### config.mk
export PLATFORM = sky130hd
export DESIGN_NAME = ram_bist_ctrl_flat
export DESIGN_NICKNAME = d
export VERILOG_FILES = /design/src/rtl/ram_bist_pkg.sv /design/src/rtl/ram_bist_if.sv /design/src/rtl/ram_bist_cmp.sv /design/src/rtl/ram_bist_ctrl.sv /design/src/flat_wrapper.sv
export SDC_FILE = /design/constraint.sdc
export NUM_CORES = 1
export LEC_CHECK = 0
export BUFFER_PORTS_ARGS = -buffer_cell sky130_fd_sc_hd__buf_2
export CAP_MARGIN = 20
export CORE_MARGIN = 2
export CORE_UTILIZATION = 56
export CTS_BUF_LIST = sky130_fd_sc_hd__clkbuf_2 sky130_fd_sc_hd__clkbuf_4 sky130_fd_sc_hd__clkbuf_8
export DETAILED_ROUTE_END_ITERATION = 16
export HOLD_SLACK_MARGIN = 0.1
export PLACE_DENSITY = 0.78
export SKIP_CTS_REPAIR_TIMING = 1
export SLEW_MARGIN = 20
export SYNTH_ARGS = -nofsm -noshare
export SYNTH_HDL_FRONTEND = slang
export SYNTH_SLANG_ARGS = --single-unit
### constraint.sdc
create_clock -name clk -period 2.7 [get_ports clk]
set_input_delay 0.135 -clock clk [delete_from_list [all_inputs] [get_ports clk]]
set_output_delay 0.135 -clock clk [all_outputs]
set_load 0.005 [all_outputs]
### src/rtl/ram_bist_pkg.sv
// ram_bist_pkg: shared definitions for the RAM write/read-back test sequencer.
//   - ST_* : 3-bit state encodings used by the controller FSM
//   - state_e : enumerated state type built on the ST_* encodings
//   - pat() : test pattern, pattern(a) = a + seed; callers truncate to DATA_W
package ram_bist_pkg;

    localparam logic [2:0] ST_IDLE  = 3'd0;
    localparam logic [2:0] ST_WRITE = 3'd1;
    localparam logic [2:0] ST_READ  = 3'd2;
    localparam logic [2:0] ST_DRAIN = 3'd3;
    localparam logic [2:0] ST_DONE  = 3'd4;

    typedef enum logic [2:0] {
        S_IDLE  = ST_IDLE,
        S_WRITE = ST_WRITE,
        S_READ  = ST_READ,
        S_DRAIN = ST_DRAIN,
        S_DONE  = ST_DONE
    } state_e;

    // Truncating the 32-bit sum to DATA_W gives (a + seed) mod 2**DATA_W,
    // identical to first reducing a to its low DATA_W bits.
    function automatic logic [31:0] pat(input logic [31:0] addr, input logic [31:0] seed);
        return addr + seed;
    endfunction

endpackage

### src/rtl/ram_bist_if.sv
// ram_bist_if: single-port block RAM bus between the BIST sequencer and the RAM.
//   ram_en      : RAM enable (ena)
//   ram_we      : RAM write enable (wea)
//   ram_addr    : RAM address (addra)
//   ram_wr_data : RAM write data (dina)
//   ram_rd_data : RAM read data (douta)
// master = sequencer side, slave = RAM side.
interface ram_bist_if #(
    parameter int ADDR_W = 5,
    parameter int DATA_W = 8
);
    logic              ram_en;
    logic              ram_we;
    logic [ADDR_W-1:0] ram_addr;
    logic [DATA_W-1:0] ram_wr_data;
    logic [DATA_W-1:0] ram_rd_data;

    modport master (
        output ram_en,
        output ram_we,
        output ram_addr,
        output ram_wr_data,
        input  ram_rd_data
    );

    modport slave (
        input  ram_en,
        input  ram_we,
        input  ram_addr,
        input  ram_wr_data,
        output ram_rd_data
    );
endinterface

### src/rtl/ram_bist_cmp.sv
// ram_bist_cmp: read-latency delay line and read-back comparator.
//   clk, rst_n     : clock, synchronous active-low reset
//   clr            : clear err_cnt / first_err_addr (test start)
//   flush          : drop everything in flight (abort); no compare this cycle
//   issue          : a read address is on the RAM bus this cycle
//   issue_addr     : that read address
//   rd_data        : RAM read data
//   err_cnt        : saturating mismatch count
//   first_err_addr : address of the first mismatch since clr
module ram_bist_cmp
    import ram_bist_pkg::*;
#(
    parameter int              ADDR_W = 5,
    parameter int              DATA_W = 8,
    parameter int              RD_LAT = 1,
    parameter logic [DATA_W-1:0] SEED = DATA_W'(8'hA5)
) (
    input  logic              clk,
    input  logic              rst_n,
    input  logic              clr,
    input  logic              flush,
    input  logic              issue,
    input  logic [ADDR_W-1:0] issue_addr,
    input  logic [DATA_W-1:0] rd_data,
    output logic [ADDR_W:0]   err_cnt,
    output logic [ADDR_W-1:0] first_err_addr
);

    logic [RD_LAT-1:0] vld_q;
    logic [ADDR_W-1:0] addr_q [RD_LAT];
    logic [DATA_W-1:0] exp_q  [RD_LAT];
    logic [ADDR_W:0]   err_q;
    logic [ADDR_W-1:0] first_q;
    logic              mismatch;

    function automatic logic [ADDR_W:0] sat_inc(input logic [ADDR_W:0] v);
        return (&v) ? v : v + (ADDR_W+1)'(1);
    endfunction

    // Stage 0 is loaded on the edge the RAM samples the read address; the
    // tail lines up with ram_rd_data RD_LAT cycles later.
    always_ff @(posedge clk) begin
        if (!rst_n || flush) begin
            vld_q <= '0;
        end else begin
            vld_q[0] <= issue;
            for (int i = 1; i < RD_LAT; i++) begin
                vld_q[i] <= vld_q[i-1];
            end
        end
    end

    always_ff @(posedge clk) begin
        addr_q[0] <= issue_addr;
        exp_q[0]  <= DATA_W'(pat(32'(issue_addr), 32'(SEED)));
        for (int i = 1; i < RD_LAT; i++) begin
            addr_q[i] <= addr_q[i-1];
            exp_q[i]  <= exp_q[i-1];
        end
    end

    // Tail of the delay line: compare against returned data
    assign mismatch = vld_q[RD_LAT-1] && !flush && (rd_data != exp_q[RD_LAT-1]);

    always_ff @(posedge clk) begin
        if (!rst_n || clr) begin
            err_q   <= '0;
            first_q <= '0;
        end else if (mismatch) begin
            err_q <= sat_inc(err_q);
            if (err_q == '0) begin
                first_q <= addr_q[RD_LAT-1];
            end
        end
    end

    assign err_cnt        = err_q;
    assign first_err_addr = first_q;

endmodule

### src/rtl/ram_bist_ctrl.sv
// ram_bist_ctrl: write/read-back BIST sequencer for a single-port block RAM.
// Fills addresses 0..DEPTH-1 with pat(a), reads them back and counts mismatches.
//   clk, rst_n     : clock, synchronous active-low reset
//   start          : one-cycle request, honoured in IDLE or DONE
//   abort          : return to IDLE from WRITE/READ/DRAIN, beats start
//   ram            : RAM bus (master side), all bus outputs registered
//   busy           : in WRITE, READ or DRAIN
//   done           : in DONE
//   pass           : done with zero mismatches
//   err_cnt        : saturating mismatch count
//   first_err_addr : first mismatching address, 0 if none
module ram_bist_ctrl
    import ram_bist_pkg::*;
#(
    parameter int                ADDR_W = 5,
    parameter int                DATA_W = 8,
    parameter int                DEPTH  = 32,
    parameter int                RD_LAT = 1,
    parameter logic [DATA_W-1:0] SEED   = DATA_W'(8'hA5)
) (
    input  logic              clk,
    input  logic              rst_n,
    input  logic              start,
    input  logic              abort,
    ram_bist_if.master        ram,
    output logic              busy,
    output logic              done,
    output logic              pass,
    output logic [ADDR_W:0]   err_cnt,
    output logic [ADDR_W-1:0] first_err_addr
);

    localparam logic [ADDR_W-1:0] LAST_ADDR  = ADDR_W'(DEPTH - 1);
    localparam logic [1:0]        DRAIN_LAST = 2'(RD_LAT - 1);

    state_e            state_q, state_d;
    logic [ADDR_W-1:0] addr_q, addr_d;
    logic [1:0]        drain_q, drain_d;
    logic              en_q, en_d;
    logic              we_q, we_d;
    logic [DATA_W-1:0] wr_data_q, wr_data_d;
    logic              busy_q;
    logic              clr;
    logic              flush;

    function automatic logic [DATA_W-1:0] pat_w(input logic [ADDR_W-1:0] a);
        return DATA_W'(pat(32'(a), 32'(SEED)));
    endfunction

    assign busy_q = (state_q == S_WRITE) || (state_q == S_READ) || (state_q == S_DRAIN);
    assign flush  = abort && busy_q;

    // Bus outputs are computed one cycle ahead so the RAM sees registered signals.
    always_comb begin
        state_d   = state_q;
        addr_d    = addr_q;
        drain_d   = drain_q;
        en_d      = 1'b0;
        we_d      = 1'b0;
        wr_data_d = wr_data_q;
        clr       = 1'b0;
        unique case (state_q)
            S_IDLE, S_DONE: begin
                if (start && !abort) begin
                    state_d   = S_WRITE;
                    addr_d    = '0;
                    en_d      = 1'b1;
                    we_d      = 1'b1;
                    wr_data_d = pat_w('0);
                    clr       = 1'b1;
                end
            end
            S_WRITE: begin
                en_d = 1'b1;
                if (addr_q == LAST_ADDR) begin
                    // Straight into READ with no idle cycle
                    state_d = S_READ;
                    addr_d  = '0;
                end else begin
                    we_d      = 1'b1;
                    addr_d    = addr_q + 1'b1;
                    wr_data_d = pat_w(addr_q + 1'b1);
                end
            end
            S_READ: begin
                if (addr_q == LAST_ADDR) begin
                    state_d = S_DRAIN;
                    drain_d = '0;
                end else begin
                    en_d   = 1'b1;
                    addr_d = addr_q + 1'b1;
                end
            end
            S_DRAIN: begin
                if (drain_q == DRAIN_LAST) begin
                    state_d = S_DONE;
                end else begin
                    drain_d = drain_q + 1'b1;
                end
            end
            default: begin
                state_d = S_IDLE;
            end
        endcase
        if (flush) begin
            state_d = S_IDLE;
            addr_d  = addr_q;
            en_d    = 1'b0;
            we_d    = 1'b0;
        end
    end

    always_ff @(posedge clk) begin
        if (!rst_n) begin
            state_q   <= S_IDLE;
            addr_q    <= '0;
            drain_q   <= '0;
            en_q      <= 1'b0;
            we_q      <= 1'b0;
            wr_data_q <= '0;
        end else begin
            state_q   <= state_d;
            addr_q    <= addr_d;
            drain_q   <= drain_d;
            en_q      <= en_d;
            we_q      <= we_d;
            wr_data_q <= wr_data_d;
        end
    end

    ram_bist_cmp #(
        .ADDR_W (ADDR_W),
        .DATA_W (DATA_W),
        .RD_LAT (RD_LAT),
        .SEED   (SEED)
    ) u_cmp (
        .clk            (clk),
        .rst_n          (rst_n),
        .clr            (clr),
        .flush          (flush),
        .issue          (en_q && !we_q),
        .issue_addr     (addr_q),
        .rd_data        (ram.ram_rd_data),
        .err_cnt        (err_cnt),
        .first_err_addr (first_err_addr)
    );

    assign ram.ram_en      = en_q;
    assign ram.ram_we      = we_q;
    assign ram.ram_addr    = addr_q;
    assign ram.ram_wr_data = wr_data_q;

    assign busy = busy_q;
    assign done = (state_q == S_DONE);
    assign pass = done && (err_cnt == '0);

endmodule

### src/flat_wrapper.sv
// flat-port wrapper written by rule: the top's interface ports become plain ports
module ram_bist_ctrl_flat import ram_bist_pkg::*;
#(
    parameter int                ADDR_W = 5,
    parameter int                DATA_W = 8,
    parameter int                DEPTH  = 32,
    parameter int                RD_LAT = 1,
    parameter logic [DATA_W-1:0] SEED   = DATA_W'(8'hA5)
)
  (clk, rst_n, start, abort, busy, done, pass, err_cnt, first_err_addr, ram_ram_en, ram_ram_we, ram_ram_addr, ram_ram_wr_data, ram_ram_rd_data);
  ram_bist_if #(.ADDR_W(ADDR_W), .DATA_W(DATA_W)) ram_i ();
  input  logic clk;
  input  logic rst_n;
  input  logic start;
  input  logic abort;
  output logic busy;
  output logic done;
  output logic pass;
  output logic [ADDR_W:0] err_cnt;
  output logic [ADDR_W-1:0] first_err_addr;
  output wire logic [$bits(ram_i.ram_en)-1:0] ram_ram_en;
  output wire logic [$bits(ram_i.ram_we)-1:0] ram_ram_we;
  output wire logic [$bits(ram_i.ram_addr)-1:0] ram_ram_addr;
  output wire logic [$bits(ram_i.ram_wr_data)-1:0] ram_ram_wr_data;
  input wire logic [$bits(ram_i.ram_rd_data)-1:0] ram_ram_rd_data;
  assign ram_ram_en = ram_i.ram_en;
  assign ram_ram_we = ram_i.ram_we;
  assign ram_ram_addr = ram_i.ram_addr;
  assign ram_ram_wr_data = ram_i.ram_wr_data;
  assign ram_i.ram_rd_data = ram_ram_rd_data;
  ram_bist_ctrl #(.ADDR_W(ADDR_W), .DATA_W(DATA_W), .DEPTH(DEPTH), .RD_LAT(RD_LAT), .SEED(SEED)) u_core (.clk(clk), .rst_n(rst_n), .start(start), .abort(abort), .ram(ram_i), .busy(busy), .done(done), .pass(pass), .err_cnt(err_cnt), .first_err_addr(first_err_addr));
endmodule
==> results of run 1 <==
==> report_power, final <==
group / switching (mW) / total [mW] / internal (mW)
Clock: 0.224 / 0.422 / 0.198
Sequential: 0.0136 / 0.679 / 0.665
Combinational: 0.0625 / 0.110 / 0.0475
Total: 0.300 / 1.21 / 0.911
==> state kept, by name, summed over array words and instances, names as in the netlist <==
register,cells
u_core.drain_q,2
u_core.ram.ram_addr,5
u_core.ram.ram_en,1
u_core.ram.ram_we,1
u_core.ram.ram_wr_data,8
u_core.state_q,3
u_core.u_cmp.addr_q,5
u_core.u_cmp.err_cnt,6
u_core.u_cmp.exp_q,7
u_core.u_cmp.first_err_addr,5
u_core.u_cmp.vld_q,1
==> cell usage in the layout (no fill, tap or decap), types with 3 or more instances in the layout <==
master    count
or3_1         4
nor2_1        5
nand4_1       5
o21ai_1       5
nand3_1      13
a22oi_1       3
nand3b_1      3
clkbuf_4      5
and2_1        4
nand2b_1      3
ha_1          6
o21ai_0      12
nand2_1      20
buf_2        40
inv_1        10
and3_1        4
xor2_1        3
nor2b_1       8
xnor2_1      12
nor3b_1       3
nor3_1        4
dfxtp_1      44
a21oi_1      11
==> metrics by stage <==
| step | hold WS, ns | std cells | total power, mW | area, um^2 |
|---|---|---|---|---|
| floorplan | 0.340 | 219 | 0.762 | 2030 |
| global placement | 0.419 | 296 | 0.801 | 2240 |
| detailed placement | 0.428 | 296 | 0.803 | 2240 |
| CTS | 0.162 | 304 | 1.22 | 2330 |
| global route | 0.200 | 304 | 1.26 | 2330 |
| finish | 0.172 | 304 | 1.21 | 2330 |
==> cell type report <==
type | count | area, um^2
clock buffer | 5 | 37.5
clock inverter | 3 | 47.5
fill | 297 | 1090
inverter | 10 | 37.5
multi-input combinational | 155 | 1060
sequential | 44 | 881
tap | 46 | 57.6
timing repair buffer | 41 | 208
==> tightest hold or removal path: cells and delay by family <==
kind	cells	cell delay [ns]
AOI/OAI and AO/OA	2	0.20
buffers and inverters	2	0.15
==> worst max path at each step <==
| stage | startpoint | to | slack, ns | cells past startpoint |
|---|---|---|---|---|
| 6_report | u_core.ram.ram_addr[0]$_SDFFE_PN0P_ | u_core.ram.ram_addr[3]$_SDFFE_PN0P_ | 0.30 | 8 |
| 5_1_grt | u_core.ram.ram_addr[0]$_SDFFE_PN0P_ | u_core.ram.ram_addr[3]$_SDFFE_PN0P_ | 0.20 | 8 |
| 4_1_cts | u_core.ram.ram_addr[0]$_SDFFE_PN0P_ | u_core.ram.ram_addr[3]$_SDFFE_PN0P_ | 0.32 | 8 |
| 3_5_place_dp | u_core.ram.ram_addr[0]$_SDFFE_PN0P_ | u_core.ram.ram_addr[3]$_SDFFE_PN0P_ | 0.36 | 8 |
| 3_3_place_gp | u_core.ram.ram_addr[0]$_SDFFE_PN0P_ | u_core.ram.ram_addr[3]$_SDFFE_PN0P_ | 0.42 | 8 |
| 2_1_floorplan | u_core.ram.ram_addr[1]$_SDFFE_PN0P_ | u_core.ram.ram_addr[3]$_SDFFE_PN0P_ | 0.61 | 8 |
==> kinds of logic (layout without fill, tap and decap cells) <==
logic type	Yosys count	count (layout)	share of synthesized area, %
flip-flops	44	44	43.5
AO/OA/AOI/OAI	51	51	19.1
buffers and inverters	20	59	4.20
AND/OR/NAND/NOR	82	82	22.6
multiplexers	1	1	0.494
XOR/XNOR	15	15	6.48
adder cells (fa/ha/maj)	6	6	3.70
==> per-layer routing <==
layer	wire length (um)	part of all wire (%)	vias to the layer above
met1	1970	48	792
li1	-	-	854
met5	0	0	-
met3	205	5.0	2
met2	1880	46	48
met4	11	0.27	0
==> impl_metrics.ini, run 1 <==
[layout]
layout.nets = 275
utilization_pct = 68.2
drive_above_1_share_pct = 21.7
diodes = 0
areaGrowthSynthToFinish_pct = 14.9

[min_path]
hp-start = start
worst_hold_path.endpoint = u_core.state_q[2]$_SDFFE_PP0P_
hold_depth = 4
hp-class = in2reg

[worst_setup_path]
crit_chain = ha_1, and3_1, ha_1, or3b_1, a21oi_1, o21bai_1, and2_1, a32o_1
start_kind = register
timing.rr.end = u_core.ram.ram_addr[3]$_SDFFE_PN0P_
cp_data_arrival_time_ns = 2.68
critPathCaptureType = register
cp_common_cell = ha_1
max_stage_delay_ns = 0.44
critical_path_peak_fanout = 10
timing.critical_path.required_ns = 2.97
path_buf_inv = 0
path_class = reg2reg
cpMaxStageDelayCell = dfxtp_1
reg2regPathDepth = 8
r2r_setup_slack_ns = 0.30
r2r_start = u_core.ram.ram_addr[0]$_SDFFE_PN0P_
crit_family = simple AND/OR/NAND/NOR gates

[routing]
routed_wl_um = 4070
dr.pass1.iters = 4
avgViaCountPerCell = 5.58
post_drt_wl_per_cell_um = 13.4
num_vias = 1696
drtAntennaViolNets = 0
drc_errors = 0
initialDrtViolationCount = 75

[clock_network]
clock_path_buffers = 2
cts.sinks = 44
clk-insertion-delay-late_ns = 0.36
cts_tree = built
cts_root_buf = clkbuf_4
cts_made_buffers = 5
cts_max_level = 2
clkTransAtPathRegs_ns = 0.14

[grt]
met3_usage_pct = 6.34
grt_overflow_total = 0
grtUsageMet2_pct = 33.9
met1_usage_pct = 27.6
grt_max_degree = 24
track_usage_pct = 21.1
grt_antenna_before_repair = 0
grt_busiest_layer = met2
grt_pass1_wl_um = 6840
grt_pass1_vias = 1561

[die]
initial_core_util_pct = 59.3
dieArea_um2 = 4120
die_w_um = 64.2
rows = 21
coreArea_um2 = 3420
die_y_um = 64.2
ios = 41

[sta]
period_minus_slack_ns = 2.40
rsz0062_at_grt = false
fin_skew_ns = 0.0164
slew_violations = 0
timing.fmax_mhz = 416
setup_slack_ns = 0.296
tightest_slew_ns = 0.678
tns_ns = 0
slew-limit-headroom_pct = 54.5
hold_viol = 0
post-route-period-util_pct = 89.0
setup_viol = 0

[place]
port_buffers = 40
place_worst_setup_slack_ns = 0.359
globalplace.congestion = 0.870
post-dp-hpwl_um = 2880

[pwr]
power_density_nw_per_um2 = 520
p_leak_nw = 0.997
irDropWorstVdd_mv = 0.520

[run]
maxCapViolations = 0

[logic_synthesis]
synth_area_um2 = 2030
syn-num-nets = 237
yosys_warnings = 0
yosysMostFrequentCell = dfxtp_1
avgSynthCellArea_um2 = 9.26
syn_inst = 219
ys_seq_area_share_pct = 43.5
synth_seq_cells = 44
async_reset_ff_share_pct = 0
synthTopCellsByCount = dfxtp_1, nand2_1, nand3_1, o21ai_0, xnor2_1
synth_edf_count = 0
synth_top_area_share_pct = 43.5
synth_cell_types = 48
synth_top_cell_by_area = dfxtp_1
synth.area.top_cells = dfxtp_1, xnor2_1, ha_1
ys.flop_type = dfxtp_1

[status]
outcome = completed
(Power assumes the default switching activity.)
==> run 2: changes to the inputs <==
--- a/config.mk
+++ b/config.mk
@@ -8,11 +8,11 @@
 export BUFFER_PORTS_ARGS = -buffer_cell sky130_fd_sc_hd__buf_2
 export CAP_MARGIN = 20
 export CORE_MARGIN = 2
-export CORE_UTILIZATION = 56
+export CORE_UTILIZATION = 50
 export CTS_BUF_LIST = sky130_fd_sc_hd__clkbuf_2 sky130_fd_sc_hd__clkbuf_4 sky130_fd_sc_hd__clkbuf_8
 export DETAILED_ROUTE_END_ITERATION = 16
 export HOLD_SLACK_MARGIN = 0.1
-export PLACE_DENSITY = 0.78
+export PLACE_DENSITY = 0.71
 export SKIP_CTS_REPAIR_TIMING = 1
 export SLEW_MARGIN = 20
 export SYNTH_ARGS = -nofsm -noshare
==> run 2 against run 1 <==
Net effect:
- first-iteration DRC count fell by 37%
- clock skew fell by 0.011 ns
- critical path depth unchanged
- sequential share of layout area decreased by 0.20 points
- worst setup slack improved by 0.033 ns
- largest cell class unchanged
- maximum frequency rose by 1.4%
- power fell by 0.32%
- clock power about the same
- hold slack improved by 0.089 ns
- sequential power is essentially flat
==> impl_metrics.ini, run 2 (same netlist as run 1, synthesis figures left out) <==
[layout]
layout.nets = 275
utilization_pct = 59.4
largest_reg_flops = 8
finalNonFillerCells = 308
final_cell_mix = dfxtp_1, buf_2, nand2_1
final_common_cell = dfxtp_1
diodes = 0
areaGrowthSynthToFinish_pct = 15.6
drive_above_1_share_pct = 21.7

[grt]
grt_max_degree = 24
grt_overflow_total = 0
grt_antenna_before_repair = 0
grt_pass1_vias = 1429
track_usage_pct = 18.7
grt_pass1_wl_um = 6440

[worst_setup_path]
path_class = reg2reg
start_kind = register
critPathCaptureType = register
timing.critical_path.required_ns = 2.88
critical_path_peak_fanout = 10
r2r_setup_slack_ns = 0.33
cp_data_arrival_time_ns = 2.55

[sta]
hold_slack_ns = 0.261
post-route-period-util_pct = 87.8
slew-limit-headroom_pct = 54.5
tns_ns = 0
rsz0062_at_grt = false
timing.fmax_mhz = 422
period_minus_slack_ns = 2.37
fin_skew_ns = 0.00531
tightest_slew_ns = 0.679
setup_viol = 0
slew_violations = 0
hold_viol = 0

[clock_network]
clock_path_buffers = 2
clk-insertion-delay-late_ns = 0.29
clkTransAtPathRegs_ns = 0.08
cts_made_buffers = 5
cts_tree = built
cts.sinks = 44
cts_max_level = 2
cts_root_buf = clkbuf_8

[place]
dp_cells = 300
port_buffers = 40
post-dp-hpwl_um = 2910
globalplace.congestion = 0.762

[die]
coreArea_um2 = 3940
die_y_um = 67.7
initial_core_util_pct = 51.4
ios = 41
rows = 23
die_w_um = 67.7
dieArea_um2 = 4580

[routing]
routed_wl_um = 4020
num_vias = 1660
drc_errors = 0
dr.pass1.iters = 4
drtAntennaViolNets = 0
initialDrtViolationCount = 47
post_drt_wl_per_cell_um = 13.1
avgViaCountPerCell = 5.39

[run]
maxCapViolations = 0

[min_path]
hp-class = in2reg

[status]
outcome = completed

[pwr]
power_density_nw_per_um2 = 516
p_leak_nw = 1.00
power_mw = 1.21
irDropWorstVdd_mv = 0.393
## run 2: changes by cell type in the layout (fill, tap and decap cells not counted)
cell / change
bufinv_16: -1
clkbuf_4: -5
clkbuf_8: +6
clkinv_2: +2
clkinv_4: -2
## run 2: final cells by class
type | instances | area [um^2]
fillers | 366 | 1600
multi-input cells | 155 | 1060
flip-flops and latches | 44 | 881
repair buffers | 41 | 208
clock buffers | 6 | 82.6
well taps | 50 | 62.6
inverters | 10 | 37.5
clock inverters | 2 | 10.0
## run 2: path summary, 6_finish.rpt
check / start / endpoint / depth (start not counted)
setup / recovery: u_core.ram.ram_addr[0]$_SDFFE_PN0P_ / u_core.ram.ram_addr[3]$_SDFFE_PN0P_ / 8
hold / removal: start / u_core.state_q[2]$_SDFFE_PP0P_ / 4
setup reg to reg: u_core.ram.ram_addr[0]$_SDFFE_PN0P_ / u_core.ram.ram_addr[3]$_SDFFE_PN0P_ / 8
hold reg to reg: u_core.u_cmp.addr_q[0][4]$_DFF_P_ / u_core.u_cmp.first_err_addr[4]$_SDFFE_PP0P_ / 2
## run 2: worst max-delay path, cell delays in order (launching register included)
cell and delay [ns]:
dfxtp_1 0.42, ha_1 0.31, and3_1 0.21, ha_1 0.25, or3b_1 0.39, a21oi_1 0.14, o21bai_1 0.15, and2_1 0.20
a32o_1 0.19
## run 2: report_power, final
group          switching (mW)  internal, mW  total (mW)
registers              0.0143         0.665       0.679
clock network           0.214         0.204       0.419
logic                  0.0625        0.0475       0.110
## run 2: metal layers
| layer | vias up | global-route usage, % | share of wire, % |
|---|---|---|---|
| met3 | 5 | 3.50 | 4.4 |
| met2 | 37 | 29.3 | 44 |
| met4 | 0 | 6.89 | 1.3 |
| li1 | 851 | - | - |
| met1 | 767 | 25.6 | 50 |
| met5 | - | 0 | 0 |
## run 2: stage by stage
step / setup WS [ns] / cell area (um^2)
CTS: 0.332 / 2340
global route: 0.204 / 2340
global placement: 0.417 / 2250
detailed placement: 0.338 / 2250
floorplan: 0.608 / 2030
finish: 0.329 / 2340
